### src/rtl/sparc_ifu_thrreq.sv
// Per-thread request holding queue feeding the IFU 4-way round-robin arbiter.
// Holds one request per thread, issues granted requests with one-cycle latency.
module sparc_ifu_thrreq #(
  parameter int DW = 40,
  parameter int CW = 6
) (
  input  logic          clk,
  input  logic          arst_l,
  input  logic          post_vld,
  input  logic [1:0]    post_tid,
  input  logic [DW-1:0] post_data,
  output logic [3:0]    post_rdy,
  output logic          post_ovf,
  input  logic [3:0]    kill_vec,
  output logic [3:0]    req_vec,
  input  logic [3:0]    grant_vec,
  output logic          arb_advance,
  input  logic          issue_stall,
  output logic          issue_vld,
  output logic [1:0]    issue_tid,
  output logic [DW-1:0] issue_data,
  output logic          gnt_err,
  output logic [3:0]    starve_vec
);

  localparam logic [CW-1:0] CMAX = '1;

  logic [3:0]    slot_vld_q;
  logic [3:0]    slot_vld_d;
  logic [DW-1:0] slot_data_q [4];
  logic [DW-1:0] slot_data_d [4];
  logic [CW-1:0] wait_cnt_q [4];
  logic [CW-1:0] wait_cnt_d [4];

  logic          issue_vld_q;
  logic          issue_vld_d;
  logic [1:0]    issue_tid_q;
  logic [1:0]    issue_tid_d;
  logic [DW-1:0] issue_data_q;
  logic [DW-1:0] issue_data_d;
  logic          post_ovf_q;
  logic          post_ovf_d;
  logic          gnt_err_q;
  logic          gnt_err_d;

  logic [3:0] hit;
  logic       gnt_multi;
  logic       gnt_one;
  logic       take;
  logic [1:0] gnt_tid;
  logic [3:0] take_vec;
  logic       post_acc;
  logic [3:0] post_vec;

  assign req_vec   = slot_vld_q & ~kill_vec;
  assign post_rdy  = ~slot_vld_q;
  assign hit       = grant_vec & req_vec;
  assign gnt_multi = |(grant_vec & (grant_vec - 4'd1));
  assign gnt_one   = (|grant_vec) & ~gnt_multi;
  assign take      = ~issue_stall & (|hit) & gnt_one;
  assign take_vec  = grant_vec & {4{take}};

  assign arb_advance = take;

  assign post_acc = post_vld
                  & ~slot_vld_q[post_tid]
                  & ~kill_vec[post_tid];
  assign post_vec = post_acc ? (4'd1 << post_tid) : 4'd0;

  // Encoder must tolerate multi-bit grants; only used when one-hot.
  always_comb begin
    gnt_tid = 2'd0;
    for (int i = 3; i >= 0; i--) begin
      if (grant_vec[i]) gnt_tid = 2'(i);
    end
  end

  always_comb begin
    for (int t = 0; t < 4; t++) begin
      slot_vld_d[t]  = slot_vld_q[t];
      slot_data_d[t] = slot_data_q[t];
      wait_cnt_d[t]  = wait_cnt_q[t];
      if (kill_vec[t]) begin
        slot_vld_d[t] = 1'b0;
      end else if (take_vec[t]) begin
        slot_vld_d[t] = 1'b0;
      end else if (post_vec[t]) begin
        slot_vld_d[t] = 1'b1;
      end
      if (post_vec[t]) slot_data_d[t] = post_data;
      if (kill_vec[t] | take_vec[t]) begin
        wait_cnt_d[t] = '0;
      end else if (slot_vld_q[t]) begin
        if (wait_cnt_q[t] != CMAX) begin
          wait_cnt_d[t] = wait_cnt_q[t] + CW'(1);
        end
      end else begin
        wait_cnt_d[t] = '0;
      end
    end
  end

  always_comb begin
    issue_vld_d  = take;
    issue_tid_d  = issue_tid_q;
    issue_data_d = issue_data_q;
    if (take) begin
      issue_tid_d  = gnt_tid;
      issue_data_d = slot_data_q[gnt_tid];
    end
    post_ovf_d = post_vld & ~post_acc;
    gnt_err_d  = gnt_multi;
  end

  always_ff @(posedge clk or negedge arst_l) begin
    if (!arst_l) begin
      slot_vld_q   <= '0;
      issue_vld_q  <= 1'b0;
      issue_tid_q  <= '0;
      issue_data_q <= '0;
      post_ovf_q   <= 1'b0;
      gnt_err_q    <= 1'b0;
      for (int t = 0; t < 4; t++) begin
        slot_data_q[t] <= '0;
        wait_cnt_q[t]  <= '0;
      end
    end else begin
      slot_vld_q   <= slot_vld_d;
      issue_vld_q  <= issue_vld_d;
      issue_tid_q  <= issue_tid_d;
      issue_data_q <= issue_data_d;
      post_ovf_q   <= post_ovf_d;
      gnt_err_q    <= gnt_err_d;
      for (int t = 0; t < 4; t++) begin
        slot_data_q[t] <= slot_data_d[t];
        wait_cnt_q[t]  <= wait_cnt_d[t];
      end
    end
  end

  always_comb begin
    for (int t = 0; t < 4; t++) begin
      starve_vec[t] = (wait_cnt_q[t] == CMAX) & slot_vld_q[t];
    end
  end

  assign issue_vld  = issue_vld_q;
  assign issue_tid  = issue_tid_q;
  assign issue_data = issue_data_q;
  assign post_ovf   = post_ovf_q;
  assign gnt_err    = gnt_err_q;

endmodule
### config.mk
export PLATFORM = sky130hd
export DESIGN_NAME = sparc_ifu_thrreq
export DESIGN_NICKNAME = d
export VERILOG_FILES = /design/src/rtl/sparc_ifu_thrreq.sv
export SDC_FILE = /design/constraint.sdc
export NUM_CORES = 1
export LEC_CHECK = 0
export ABC_AREA = 0
export ABC_CLOCK_PERIOD_IN_PS = 3400
export BUFFER_PORTS_ARGS = -buffer_cell sky130_fd_sc_hd__buf_4
export CORE_UTILIZATION = 60
export CTS_CLUSTER_SIZE = 24
export DETAILED_ROUTE_END_ITERATION = 8
export GPL_ROUTABILITY_DRIVEN = 0
export HOLD_SLACK_MARGIN = 0.12
export PLACE_DENSITY = 0.83
export SYNTH_ARGS = -nofsm -noshare
export SYNTH_HDL_FRONTEND = slang
export SYNTH_SLANG_ARGS = --single-unit
### constraint.sdc
create_clock -name clk -period 3.4 [get_ports clk]
set_input_delay 0.34 -clock clk [delete_from_list [all_inputs] [get_ports clk]]
set_output_delay 0.34 -clock clk [all_outputs]
set_load 0.05 [all_outputs]
==> results by group <==
GRT
  • Largest net degree at the start of global routing: 103
  • Vias in the first global route: 7308
  • Total track usage: 27.8%
  • Initial antenna violation count: 1
  • First-pass GRT wire length: 38200 um
  • GR Overflow Total: 0

Timing
  • Relative slew slack: 36.0%
  • RSZ-0062 raised after global routing: no
  • Min Clock Period, post-route: 2790 ps
  • Fmax: 0.358 GHz
  • Period Utilization, post-route: 82.2%
  • Post-Route Skew: 17.5 ps
  • Final Hold Fails: 0
  • Slew @ Worst Pin: 958 ps
  • Max-slew violations: 0
  • Endpoints failing setup: 0
  • Setup TNS: 0 ps

Synth
  • #FFs+latches synth: 233
  • Mapped cell area: 0.0101 mm2
  • Area leader, netlist: dfrtp_1
  • Post-synthesis sequential area ratio: 57.4%
  • Synth Flop Type: dfrtp_1
  • Syn Inst Count: 697
  • YS warnings: 0
  • Synth Net Count: 755
  • Yosys cell types: 51
  • Most frequent cells after synthesis: dfrtp_1, mux2_2, nor2_1, mux4_2, clkbuf_1
  • Synth Area per Inst: 14.6 um2
  • Most common cell in the netlist: dfrtp_1
  • Number of synthesized flops with an enable pin: 0
  • Fraction of registers with async set/reset: 100%
  • Synth top area share: 57.4%
  • Top post-synthesis cells by area: dfrtp_1, mux2_2, mux4_2

Worst setup path
  • R2R depth: 7
  • Crit path top cell by count: buf_4
  • CP max stage cell: dlygate4sd3_1
  • Worst endpoint required time: 3060 ps
  • WS Path Type: in2out
  • Worst EP arrival: 2450 ps
  • Startpoint Class: input port
  • FF-to-FF setup slack: 780 ps
  • Crit end category: primary output
  • Worst R2R Start: slot_vld_q[2]
  • Worst Path Max Fanout: 17
  • Reg2reg end: slot_vld_q[3]
  • Crit-path cells: dlygate4sd3_1, buf_4, and3b_4, nor4_4, or3_1, inv_2, buf_4
  • CP max stage delay: 540 ps

Layout
  • Final core utilization: 75.5%
  • Share of cells above drive strength 1: 45.9%
  • Fillers: 953
  • Final nets: 916
  • Design area: 0.0125 mm2
  • Area Overhead vs Synth: 22.9%

Pwr
  • Design Power: 7.70 mW
  • Combinational power share: 19.9%
  • Switching Power: 2.07 mW
  • Clock power share: 33.3%
  • Sequential power share: 46.8%
  • Pint: 5.63 mW
  • PwrDens: 618 mW/mm2
  • Net Sw Frac: 26.9%
  • Leakage: 5.65 nW
  • Peak supply drop: 493 uV

Floorplan
  • IO Pins: 112
  • Die H: 132 um
  • Initial Util: 61.4%
  • Core footprint: 0.0165 mm2
  • DIE WIDTH: 132 um
  • Die Area: 0.0174 mm2
  • Std-Cell Rows: 47

Hold path
  • Worst Hold Depth: 3
  • Hold EP: gnt_err
  • Min-delay src: grant_vec[0]
  • Hold Crit Class: in2reg

Clocking
  • Post-CTS Hold Fix Bufs: 49
  • Clock Sinks: 233
  • Setup bufs post-CTS: 0
  • CTS root buf: clkbuf_16
  • Post-cts sizing count: 0
  • Inserted Clock Buffers: 24
  • # H-tree levels: 1
  • CTS tree: built
  • Clock Tree Buf Depth: 3
  • Clk_lat worst skew: 510 ps
  • Worst-path clk slew: 60 ps

Status
  • Status: finished, final reports clean

Route
  • DRC Markers: 0
  • First drt pass iteration count: 4
  • Total number of vias: 6625
  • Final wirelength: 23200 um
  • Antenna Nets Post-Route: 0
  • WL/cell: 21.2 um
  • Vias per cell: 6.06
  • Initial DRC Count: 332

Run
  • Max-cap check violation count: 0

Place
  • Input/output buffers: 111
  • Post-DP HPWL: 14300 um
  • Post-Place Cell Area: 0.0112 mm2
worst max-delay path by stage:
stage | from | end | slack (ps) | cells after the start
finish | kill_vec[3] | arb_advance | 610 | 7
global route | kill_vec[3] | arb_advance | 530 | 7
floorplan | grant_vec[3] | issue_data[37] | 1310 | 7
detailed placement | grant_vec[2] | issue_data[5] | 740 | 7
global placement | grant_vec[2] | issue_data[13] | 810 | 7
CTS | kill_vec[3] | arb_advance | 600 | 7
state kept, by name (all words and copies together) (netlist names):
signal and flops:
issue_data 40, post_ovf 1, wait_cnt_q 24, issue_vld 1
gnt_err 1, issue_tid 2, slot_data_q 160, slot_vld_q 4
cell type report:
class	count	area [um2]	share of cell area, %
sequential	233	5830	46.7
clock inverter	9	109	0.873
inverter	8	30.0	0.241
antenna	1	2.50	0.0201
clock buffer	32	671	5.38
timing repair buffer	175	1470	11.8
multi-input combinational	416	4090	32.8
tap	220	275	2.21
cell families (layout without fill, tap and decap cells):
group,after synthesis,count (layout),synth area share (%)
simple gates,114,114,5.82
mux,230,230,28.1
compound gates,62,62,5.00
flops,233,233,57.4
buf+inv,48,224,2.59
other cells,0,1,0
xor+xnor,6,6,0.518
fa+ha+maj,4,4,0.493
routing by layer:
layer / share of wire, % / track usage (%)
met2: 53 / 49.5
met3: 5.9 / 4.84
met4: 1.4 / 6.14
met1: 39 / 35.7
met5: 0 / 0
worst max-delay path: cells and delay by family:
family,cells,cell delay (ps)
and+or+nand+nor,3,740
buffers and inverters,4,1380
through the flow:
step | hold slack [ps] | setup WS [ps] | std cells
final | 171 | 606 | 1094
after global routing | 177 | 534 | 1094
after CTS | 150 | 599 | 1093
after detailed placement | 415 | 745 | 1003
after global placement | 399 | 814 | 1003
after floorplan | 44.4 | 1310 | 697
power by group through the flow:
stage,combinational [mW],clock [mW],sequential [mW]
floorplan,0.775,0,3.83
global placement,1.42,0,3.58
detailed placement,1.48,0,3.63
CTS,1.54,2.62,3.60
global route,1.63,2.72,3.66
finish,1.53,2.56,3.60
cells in the final DEF (no fill, tap or decap), types with 3 or more instances in the layout:
cell	count
o31ai_1	3
dlygate4sd3_1	49
and3_1	9
a211oi_1	6
ha_1	4
clkbuf_16	24
buf_4	123
inv_1	7
a22oi_1	17
nor2_1	55
clkinv_2	5
nand2_1	6
mux2i_1	7
clkbuf_1	4
dfrtp_1	233
clkbuf_8	4
nand3_1	6
nand2b_1	3
mux2_4	4
a21oi_1	5
xnor2_1	4
a221o_1	17
o21ai_0	3
mux2_2	196
nor3_1	12
mux4_2	23
Power figures use the tool's default switching activity.
